[config.mk]
export PLATFORM = sky130hd
export DESIGN_NAME = pdl_arbiter_flat
export DESIGN_NICKNAME = d
export VERILOG_FILES = /design/src/rtl/pdl_arb_pkg.sv /design/src/rtl/pdl_arbiter_if.sv /design/src/rtl/pdl_starve_counter.sv /design/src/rtl/pdl_arbiter.sv /design/src/flat_wrapper.sv
export SDC_FILE = /design/constraint.sdc
export NUM_CORES = 1
export LEC_CHECK = 0
export BUFFER_PORTS_ARGS = -buffer_cell sky130_fd_sc_hd__buf_2
export CORE_ASPECT_RATIO = 1.1
export CORE_MARGIN = 8
export CORE_UTILIZATION = 37
export CTS_CLUSTER_DIAMETER = 50
export CTS_CLUSTER_SIZE = 10
export DETAILED_ROUTE_END_ITERATION = 8
export GPL_TIMING_DRIVEN = 0
export PLACE_DENSITY = 0.95
export SETUP_SLACK_MARGIN = 0.02
export SLEW_MARGIN = 20
export SYNTH_ARGS = -nofsm -noshare
export SYNTH_HDL_FRONTEND = slang
export SYNTH_SLANG_ARGS = --single-unit
[constraint.sdc]
create_clock -name clk -period 3.2 [get_ports clk]
set_clock_uncertainty 0.2 [all_clocks]
set_input_delay 0.32 -clock clk [delete_from_list [all_inputs] [get_ports clk]]
set_output_delay 0.32 -clock clk [all_outputs]
set_load 0.005 [all_outputs]
[src/rtl/pdl_arb_pkg.sv]
// Shared types and default sizing for the PDL RAM arbiter.
package pdl_arb_pkg;

    localparam int PDL_ADDR_W     = 10;
    localparam int PDL_DATA_W     = 32;
    localparam int PDL_STARVE_MAX = 8;

    typedef enum logic [1:0] {
        IDLE    = 2'd0,
        RD_WAIT = 2'd1,
        ACK     = 2'd2
    } arb_state_e;

endpackage

[src/rtl/pdl_arbiter_if.sv]
// Spy/debug bus: level request with held address/data, one-cycle ack pulse.
interface pdl_arbiter_if #(
    parameter int ADDR_W = 10,
    parameter int DATA_W = 32
);
    logic              spy_req;
    logic              spy_we;
    logic [ADDR_W-1:0] spy_addr;
    logic [DATA_W-1:0] spy_wdata;
    logic              spy_ack;
    logic [DATA_W-1:0] spy_rdata;

    modport master (
        output spy_req, spy_we, spy_addr, spy_wdata,
        input  spy_ack, spy_rdata
    );

    modport slave (
        input  spy_req, spy_we, spy_addr, spy_wdata,
        output spy_ack, spy_rdata
    );
endinterface

[src/rtl/pdl_starve_counter.sv]
// Counts IDLE cycles a spy request spends waiting behind the CPU and raises
// force_grant once the wait reaches STARVE_MAX.
module pdl_starve_counter #(
    parameter int STARVE_MAX = 8
) (
    input  logic clk,
    input  logic reset,
    input  logic inc,
    input  logic clr,
    output logic force_grant
);
    logic [3:0] cnt_q, cnt_d;

    always_comb begin
        cnt_d = cnt_q;
        if (clr) begin
            cnt_d = 4'd0;
        end else if (inc && cnt_q != 4'hF) begin
            cnt_d = cnt_q + 4'd1;
        end
    end

    always_ff @(posedge clk) begin
        if (reset) begin
            cnt_q <= 4'd0;
        end else begin
            cnt_q <= cnt_d;
        end
    end

    assign force_grant = (cnt_q == 4'(STARVE_MAX));
endmodule

[src/rtl/pdl_arbiter.sv]
// Shares the single PDL RAM port between the CPU (priority) and the spy bus.
// Optional spy anti-starvation forced grant: PDL_ARB_STARVE_EN.
module pdl_arbiter
    import pdl_arb_pkg::*;
#(
    parameter int ADDR_W     = PDL_ADDR_W,
    parameter int DATA_W     = PDL_DATA_W,
    parameter int STARVE_MAX = PDL_STARVE_MAX
) (
    input  logic              clk,
    input  logic              reset,
    input  logic [ADDR_W-1:0] cpu_addr,
    input  logic [DATA_W-1:0] cpu_wdata,
    input  logic              cpu_rd,
    input  logic              cpu_wr,
    output logic              cpu_stall,
    output logic [DATA_W-1:0] cpu_rdata,
    pdl_arbiter_if.slave      spy,
    output logic [ADDR_W-1:0] ram_addr,
    output logic [DATA_W-1:0] ram_data,
    output logic              ram_rden,
    output logic              ram_wren,
    input  logic [DATA_W-1:0] ram_q
);
    arb_state_e        state_q, state_d;
    logic [DATA_W-1:0] spy_rdata_q, spy_rdata_d;
    logic              cpu_busy;
    logic              spy_waiting;
    logic              spy_grant;
    logic              force_grant;

    if (STARVE_MAX < 1 || STARVE_MAX > 15) begin : g_starve_max_out_of_range
    end

    assign cpu_busy    = cpu_rd | cpu_wr;
    assign spy_waiting = (state_q == IDLE) && spy.spy_req;
    assign spy_grant   = spy_waiting && (!cpu_busy || force_grant) && !reset;

`ifdef PDL_ARB_STARVE_EN
    pdl_starve_counter #(
        .STARVE_MAX (STARVE_MAX)
    ) u_starve (
        .clk         (clk),
        .reset       (reset),
        .inc         (spy_waiting && !spy_grant),
        .clr         (spy_grant),
        .force_grant (force_grant)
    );
`else
    assign force_grant = 1'b0;
`endif

    // A forced grant takes the port away from a pending CPU access.
    assign cpu_stall = reset | (spy_grant & force_grant);
    assign cpu_rdata = ram_q;

    always_comb begin
        ram_addr = cpu_addr;
        ram_data = cpu_wdata;
        ram_wren = cpu_wr;
        ram_rden = cpu_rd & ~cpu_wr;
        if (reset) begin
            ram_wren = 1'b0;
            ram_rden = 1'b0;
        end else if (spy_grant) begin
            ram_addr = spy.spy_addr;
            ram_data = spy.spy_wdata;
            ram_wren = spy.spy_we;
            ram_rden = ~spy.spy_we;
        end
    end

    always_comb begin
        state_d     = state_q;
        spy_rdata_d = spy_rdata_q;
        case (state_q)
            IDLE: begin
                if (spy_grant) begin
                    state_d = spy.spy_we ? ACK : RD_WAIT;
                end
            end
            RD_WAIT: begin
                spy_rdata_d = ram_q;
                state_d     = ACK;
            end
            ACK:     state_d = IDLE;
            default: state_d = IDLE;
        endcase
    end

    always_ff @(posedge clk) begin
        if (reset) begin
            state_q     <= IDLE;
            spy_rdata_q <= '0;
        end else begin
            state_q     <= state_d;
            spy_rdata_q <= spy_rdata_d;
        end
    end

    assign spy.spy_ack   = (state_q == ACK);
    assign spy.spy_rdata = spy_rdata_q;
endmodule

[src/flat_wrapper.sv]
// flat-port wrapper written by rule: the top's interface ports become plain ports
module pdl_arbiter_flat import pdl_arb_pkg::*;
#(
    parameter int ADDR_W     = PDL_ADDR_W,
    parameter int DATA_W     = PDL_DATA_W,
    parameter int STARVE_MAX = PDL_STARVE_MAX
)
  (clk, reset, cpu_addr, cpu_wdata, cpu_rd, cpu_wr, cpu_stall, cpu_rdata, ram_addr, ram_data, ram_rden, ram_wren, ram_q, spy_spy_req, spy_spy_we, spy_spy_addr, spy_spy_wdata, spy_spy_ack, spy_spy_rdata);
  pdl_arbiter_if #(.ADDR_W(ADDR_W), .DATA_W(DATA_W)) spy_i ();
  input  logic clk;
  input  logic reset;
  input  logic [ADDR_W-1:0] cpu_addr;
  input  logic [DATA_W-1:0] cpu_wdata;
  input  logic cpu_rd;
  input  logic cpu_wr;
  output logic cpu_stall;
  output logic [DATA_W-1:0] cpu_rdata;
  output logic [ADDR_W-1:0] ram_addr;
  output logic [DATA_W-1:0] ram_data;
  output logic ram_rden;
  output logic ram_wren;
  input  logic [DATA_W-1:0] ram_q;
  input wire logic [$bits(spy_i.spy_req)-1:0] spy_spy_req;
  input wire logic [$bits(spy_i.spy_we)-1:0] spy_spy_we;
  input wire logic [$bits(spy_i.spy_addr)-1:0] spy_spy_addr;
  input wire logic [$bits(spy_i.spy_wdata)-1:0] spy_spy_wdata;
  output wire logic [$bits(spy_i.spy_ack)-1:0] spy_spy_ack;
  output wire logic [$bits(spy_i.spy_rdata)-1:0] spy_spy_rdata;
  assign spy_i.spy_req = spy_spy_req;
  assign spy_i.spy_we = spy_spy_we;
  assign spy_i.spy_addr = spy_spy_addr;
  assign spy_i.spy_wdata = spy_spy_wdata;
  assign spy_spy_ack = spy_i.spy_ack;
  assign spy_spy_rdata = spy_i.spy_rdata;
  pdl_arbiter #(.ADDR_W(ADDR_W), .DATA_W(DATA_W), .STARVE_MAX(STARVE_MAX)) u_core (.clk(clk), .reset(reset), .cpu_addr(cpu_addr), .cpu_wdata(cpu_wdata), .cpu_rd(cpu_rd), .cpu_wr(cpu_wr), .cpu_stall(cpu_stall), .cpu_rdata(cpu_rdata), .spy(spy_i), .ram_addr(ram_addr), .ram_data(ram_data), .ram_rden(ram_rden), .ram_wren(ram_wren), .ram_q(ram_q));
endmodule
After elaboration in Yosys (flattened, before gate mapping)
Index checks and enable logic that the tools add are counted.
- bits in registers: 34
- latch bits: 0
- bits in writable memories: 0
- memory bits (read-only): 0
- bits of input ports: 122
- output and inout bits: 110
- logic and storage cells: 26
- memories: 0
- add/sub/neg operators: 0
- multipliers: 0
- div/mod/pow operators: 0
- $lt $le $gt $ge: 0
- eq/ne operators: 3
- shifts and indexed selects: 0
- muxes and demuxes: 11
- bitwise operators: 4
- reductions and logical operators: 6
- operators by type and width (kind ; number):
    32-bit 2-to-1 mux ; 2
    10-bit 2-to-1 mux ; 2
    1-bit 2-to-1 mux ; 4
    2-bit 2-to-1 mux ; 2
    2-bit one-hot mux with 2 select lines ; 1
    1-bit logical AND ; 3
    2-bit by 1-bit equality test with 1-bit output (second input constant) ; 1
    2-bit equality test (second input constant) ; 1
    1-bit zero test ; 2
    2-bit zero test ; 1
    2-bit by 1-bit inequality test with 1-bit output (second input constant) ; 1
    1-bit NOT ; 2
    1-bit AND ; 1
    1-bit bitwise OR ; 1

Longest topological paths before layout
- depth in word-level cells: 6
- depth in mapped cells: 5
- mapped depth without buffers: 3

Worst setup path before layout
Ideal clock, no wire load.
- path kind: register -> output
- from: reg u_core.state_q[1]
- to: out ram_addr[7]
- data arrival time: 1.698 ns
- required time: 2.680 ns
- setup slack: 0.982 ns
- stages on the path, launching flop included: 6
- buffers on the path: 2
- cell sequence: dfxtp_1 or3b_1 or4_1 buf_6 buf_6 mux2_4
- cells in the longest elaborated chain, start to end: 6
- ends and longest elaborated chain (what ; RTL line ; text):
    start, declared ; pdl_arbiter.sv:25 ; arb_state_e state_q, state_d;
    start signal, assigned ; pdl_arbiter.sv:96 ; state_q <= state_d;
    2-bit zero test ; pdl_arbiter.sv:36 ; assign spy_waiting = (state_q == IDLE) && spy.spy_req;
    1-bit logical AND ; pdl_arbiter.sv:36 ;
    1-bit logical AND (2 in series) ; pdl_arbiter.sv:37 ; assign spy_grant = spy_waiting && (!cpu_busy || force_grant) && !reset;
    10-bit 2-to-1 mux ; pdl_arbiter.sv:65 ; end else if (spy_grant) begin
    10-bit 2-to-1 mux ; pdl_arbiter.sv:62 ; if (reset) begin
    end, declared ; flat_wrapper.sv:18 ; output logic [ADDR_W-1:0] ram_addr;
No other way between the ends.

Worst setup path in the final report
- from: reg u_core.state_q[1]
- to: out ram_data[5]
- cells in the longest elaborated chain, start to end: 6
- ends and longest elaborated chain (what ; RTL line ; text):
    2-bit zero test ; pdl_arbiter.sv:36 ;
    1-bit logical AND ; pdl_arbiter.sv:36 ;
    1-bit logical AND (2 in series) ; pdl_arbiter.sv:37 ;
    32-bit 2-to-1 mux ; pdl_arbiter.sv:65 ;
    32-bit 2-to-1 mux ; pdl_arbiter.sv:62 ;
    end, declared ; flat_wrapper.sv:19 ; output logic [DATA_W-1:0] ram_data;
No other way between the ends.

==> flow_summary.json <==
{
  "gp_congestion": 0.872,
  "layout_commonest_cell": "buf_2",
  "dr.pass1.iters": 4,
  "synth_cell_types": 18,
  "tightest_slew_ns": 0.444,
  "holdWs_ns": 0.0337,
  "path_cells": "or3b_1, or4_1, buf_6, buf_6, mux2_4, buf_2",
  "slowest_delay_ns": 0.42,
  "overflow": 0,
  "synth_nets": 358,
  "synth_ff_type": "dfxtp_1",
  "multi_input_comb_area_sq_um": 1080,
  "nets": 595,
  "min_from": "spy_spy_we",
  "routed_wl_um": 9210,
  "grt_pass1_vias": 2662,
  "synth-seq-cells": 34,
  "drt_iter0_markers": 59,
  "synthSimpleGateAreaFrac_pct": 13.9,
  "via_per_inst": 4.50,
  "startpoint_type": "register",
  "port_buffers": 230,
  "setup_viol": 0,
  "clkSlewWorstSetupHoldPaths_ns": 0.06,
  "final_cell_mix": "230 x buf_2, 65 x nand2_1, 37 x mux2_4",
  "grt_max_degree": 11,
  "hold_buffers": 0,
  "critical_path_class": "reg -> out",
  "hold_viol_final": 0,
  "worstPathRequired_ns": 2.68,
  "final_max_slew_viol_count": 0,
  "fill_cells": 511,
  "synth-compound-area-share_pct": 8.45,
  "post_cts_resized": 0,
  "die_h_um": 95.4,
  "routedWlPerCell_um": 16.6,
  "cts-root-buf": "clkbuf_8",
  "worst_slack_ns": 0.492,
  "async_reset_ff_share_pct": 0,
  "p_leak_nw": 1.97,
  "ant_nets": 0,
  "core_area_sq_um": 5660,
  "dpl.hpwl_um": 8070,
  "rr_startpoint": "u_core.state_q[1]",
  "drcViolationCount": 0,
  "cp-startpoint": "u_core.state_q[1]",
  "cts_max_level": 2,
  "drive_above_1_share_pct": 67.0,
  "rsz0062_at_grt": "no",
  "clock_path_buffers": 2,
  "io_pins": 232,
  "die_area_sq_um": 8410,
  "syn_avg_cell_area_sq_um": 8.98,
  "antenna_found_initial": 4,
  "cts_buffers": 5,
  "synthMuxAreaShare_pct": 28.9,
  "die_w_um": 88.1,
  "p_per_area_nw_per_um2": 317,
  "initial_core_util_pct": 37.4,
  "cp_slowest_cell": "or4_1",
  "synth-edff-count": 0,
  "synth-xor-area-share_pct": 0,
  "cp_num_buf_inv": 3,
  "vias": 2497,
  "period_needed_ns": 2.71,
  "drv_cap": 0,
  "synth_area_sq_um": 2120,
  "grt_util_all_layers_pct": 20.4,
  "place_ws_ns": 0.741,
  "clock_sinks": 34,
  "worst_setup_path_end_kind": "output port",
  "clk-insertion-delay-late_ns": 0.27,
  "maxSlewHeadroom_pct": 70.4,
  "arrival_ns": 2.19,
  "synth_adder_area_share_pct": 0,
  "syn_inst": 236,
  "yosys_warnings": 0,
  "fmax_mhz": 369,
  "area_growth_syn_to_layout_pct": 64.8,
  "seq_area_frac_synth_pct": 32.1,
  "tritoncts": "built",
  "synth_top_family_by_area": "multiplexers",
  "worstPathMaxFanout": 10,
  "cts_setup_buffers": 0,
  "crit_family": "simple AND/OR/NAND/NOR gates",
  "seqCellArea_sq_um": 681,
  "critPathMostFrequentCell": "buf_6",
  "grt_pass1_wl_um": 13100,
  "rows": 29,
  "finalSetupTns_ns": 0,
  "status": "completed",
  "ir_drop_mv": 0.288,
  "hp-class": "in -> reg",
  "fin_crit_sh_pct": 84.6
}
-- cell usage after synthesis, types with 2 or more instances --
cell type | number | area, sq um
a21oi_1 | 32 | 160
clkbuf_1 | 9 | 33.8
nor2_1 | 4 | 15.0
nand2_1 | 65 | 244
dfxtp_1 | 34 | 681
buf_6 | 5 | 56.3
buf_1 | 2 | 7.51
inv_1 | 2 | 7.51
mux2_2 | 5 | 56.3
mux2_4 | 37 | 556
nor2b_1 | 2 | 12.5
buf_4 | 33 | 248
-- registers in the layout (all words and copies together), names as in the netlist --
register	cells
u_core.spy.spy_rdata	32
u_core.state_q	2
-- power by group --
part           internal (mW)  switching [mW]  leakage (nW)
Clock                  0.249           0.148        0.0573
Combinational          0.173           0.105          1.64
Sequential             0.429         0.00285         0.274
-- routing by layer --
metal / global-route usage, % / share of wire (%)
met1: 17.1 / 31
met2: 40.4 / 55
met3: 8.45 / 12
met4: 8.89 / 2.5
met5: 0 / 0
-- logic make-up (layout without fill, tap and decap cells) --
| group | count (synthesis) | in the layout |
|---|---|---|
| flip-flops | 34 | 34 |
| other | 0 | 5 |
| AO/OA/AOI/OAI | 35 | 35 |
| AND/OR/NAND/NOR | 74 | 74 |
| multiplexers | 42 | 42 |
| buffers and inverters | 51 | 288 |
-- worst paths after layout --
kind                              end  slack, ns  cells after the start
max reg2reg         u_core.state_q[1]       1.34                      5
max                       ram_data[5]       0.49                      6
min                 u_core.state_q[0]       0.03                      2
min reg2reg  u_core.spy.spy_rdata[24]       0.25                      2
-- final cells by class --
| type | count | area share [%] |
|---|---|---|
| timing repair buffer | 230 | 33.0 |
| multi-input combinational | 151 | 31.1 |
| antenna | 5 | 0.358 |
| clock buffer | 6 | 2.37 |
| inverter | 2 | 0.215 |
| tap | 77 | 2.76 |
| buffer | 49 | 9.89 |
| clock inverter | 1 | 0.860 |
| sequential | 34 | 19.5 |
-- stage by stage --
| stage | util [%] | power, mW | std cells | instance area (sq um) |
|---|---|---|---|---|
| after CTS | 61.5 | 1.12 | 550 | 3480 |
| final | 61.7 | 1.11 | 555 | 3490 |
| after global placement | 59.5 | 0.714 | 543 | 3370 |
| after floorplan | - | 0.564 | 236 | 2120 |
| after global routing | 61.7 | 1.16 | 555 | 3490 |
| after detailed placement | 59.5 | 0.722 | 543 | 3370 |
Note: power is estimated with default switching activity, not from simulation.
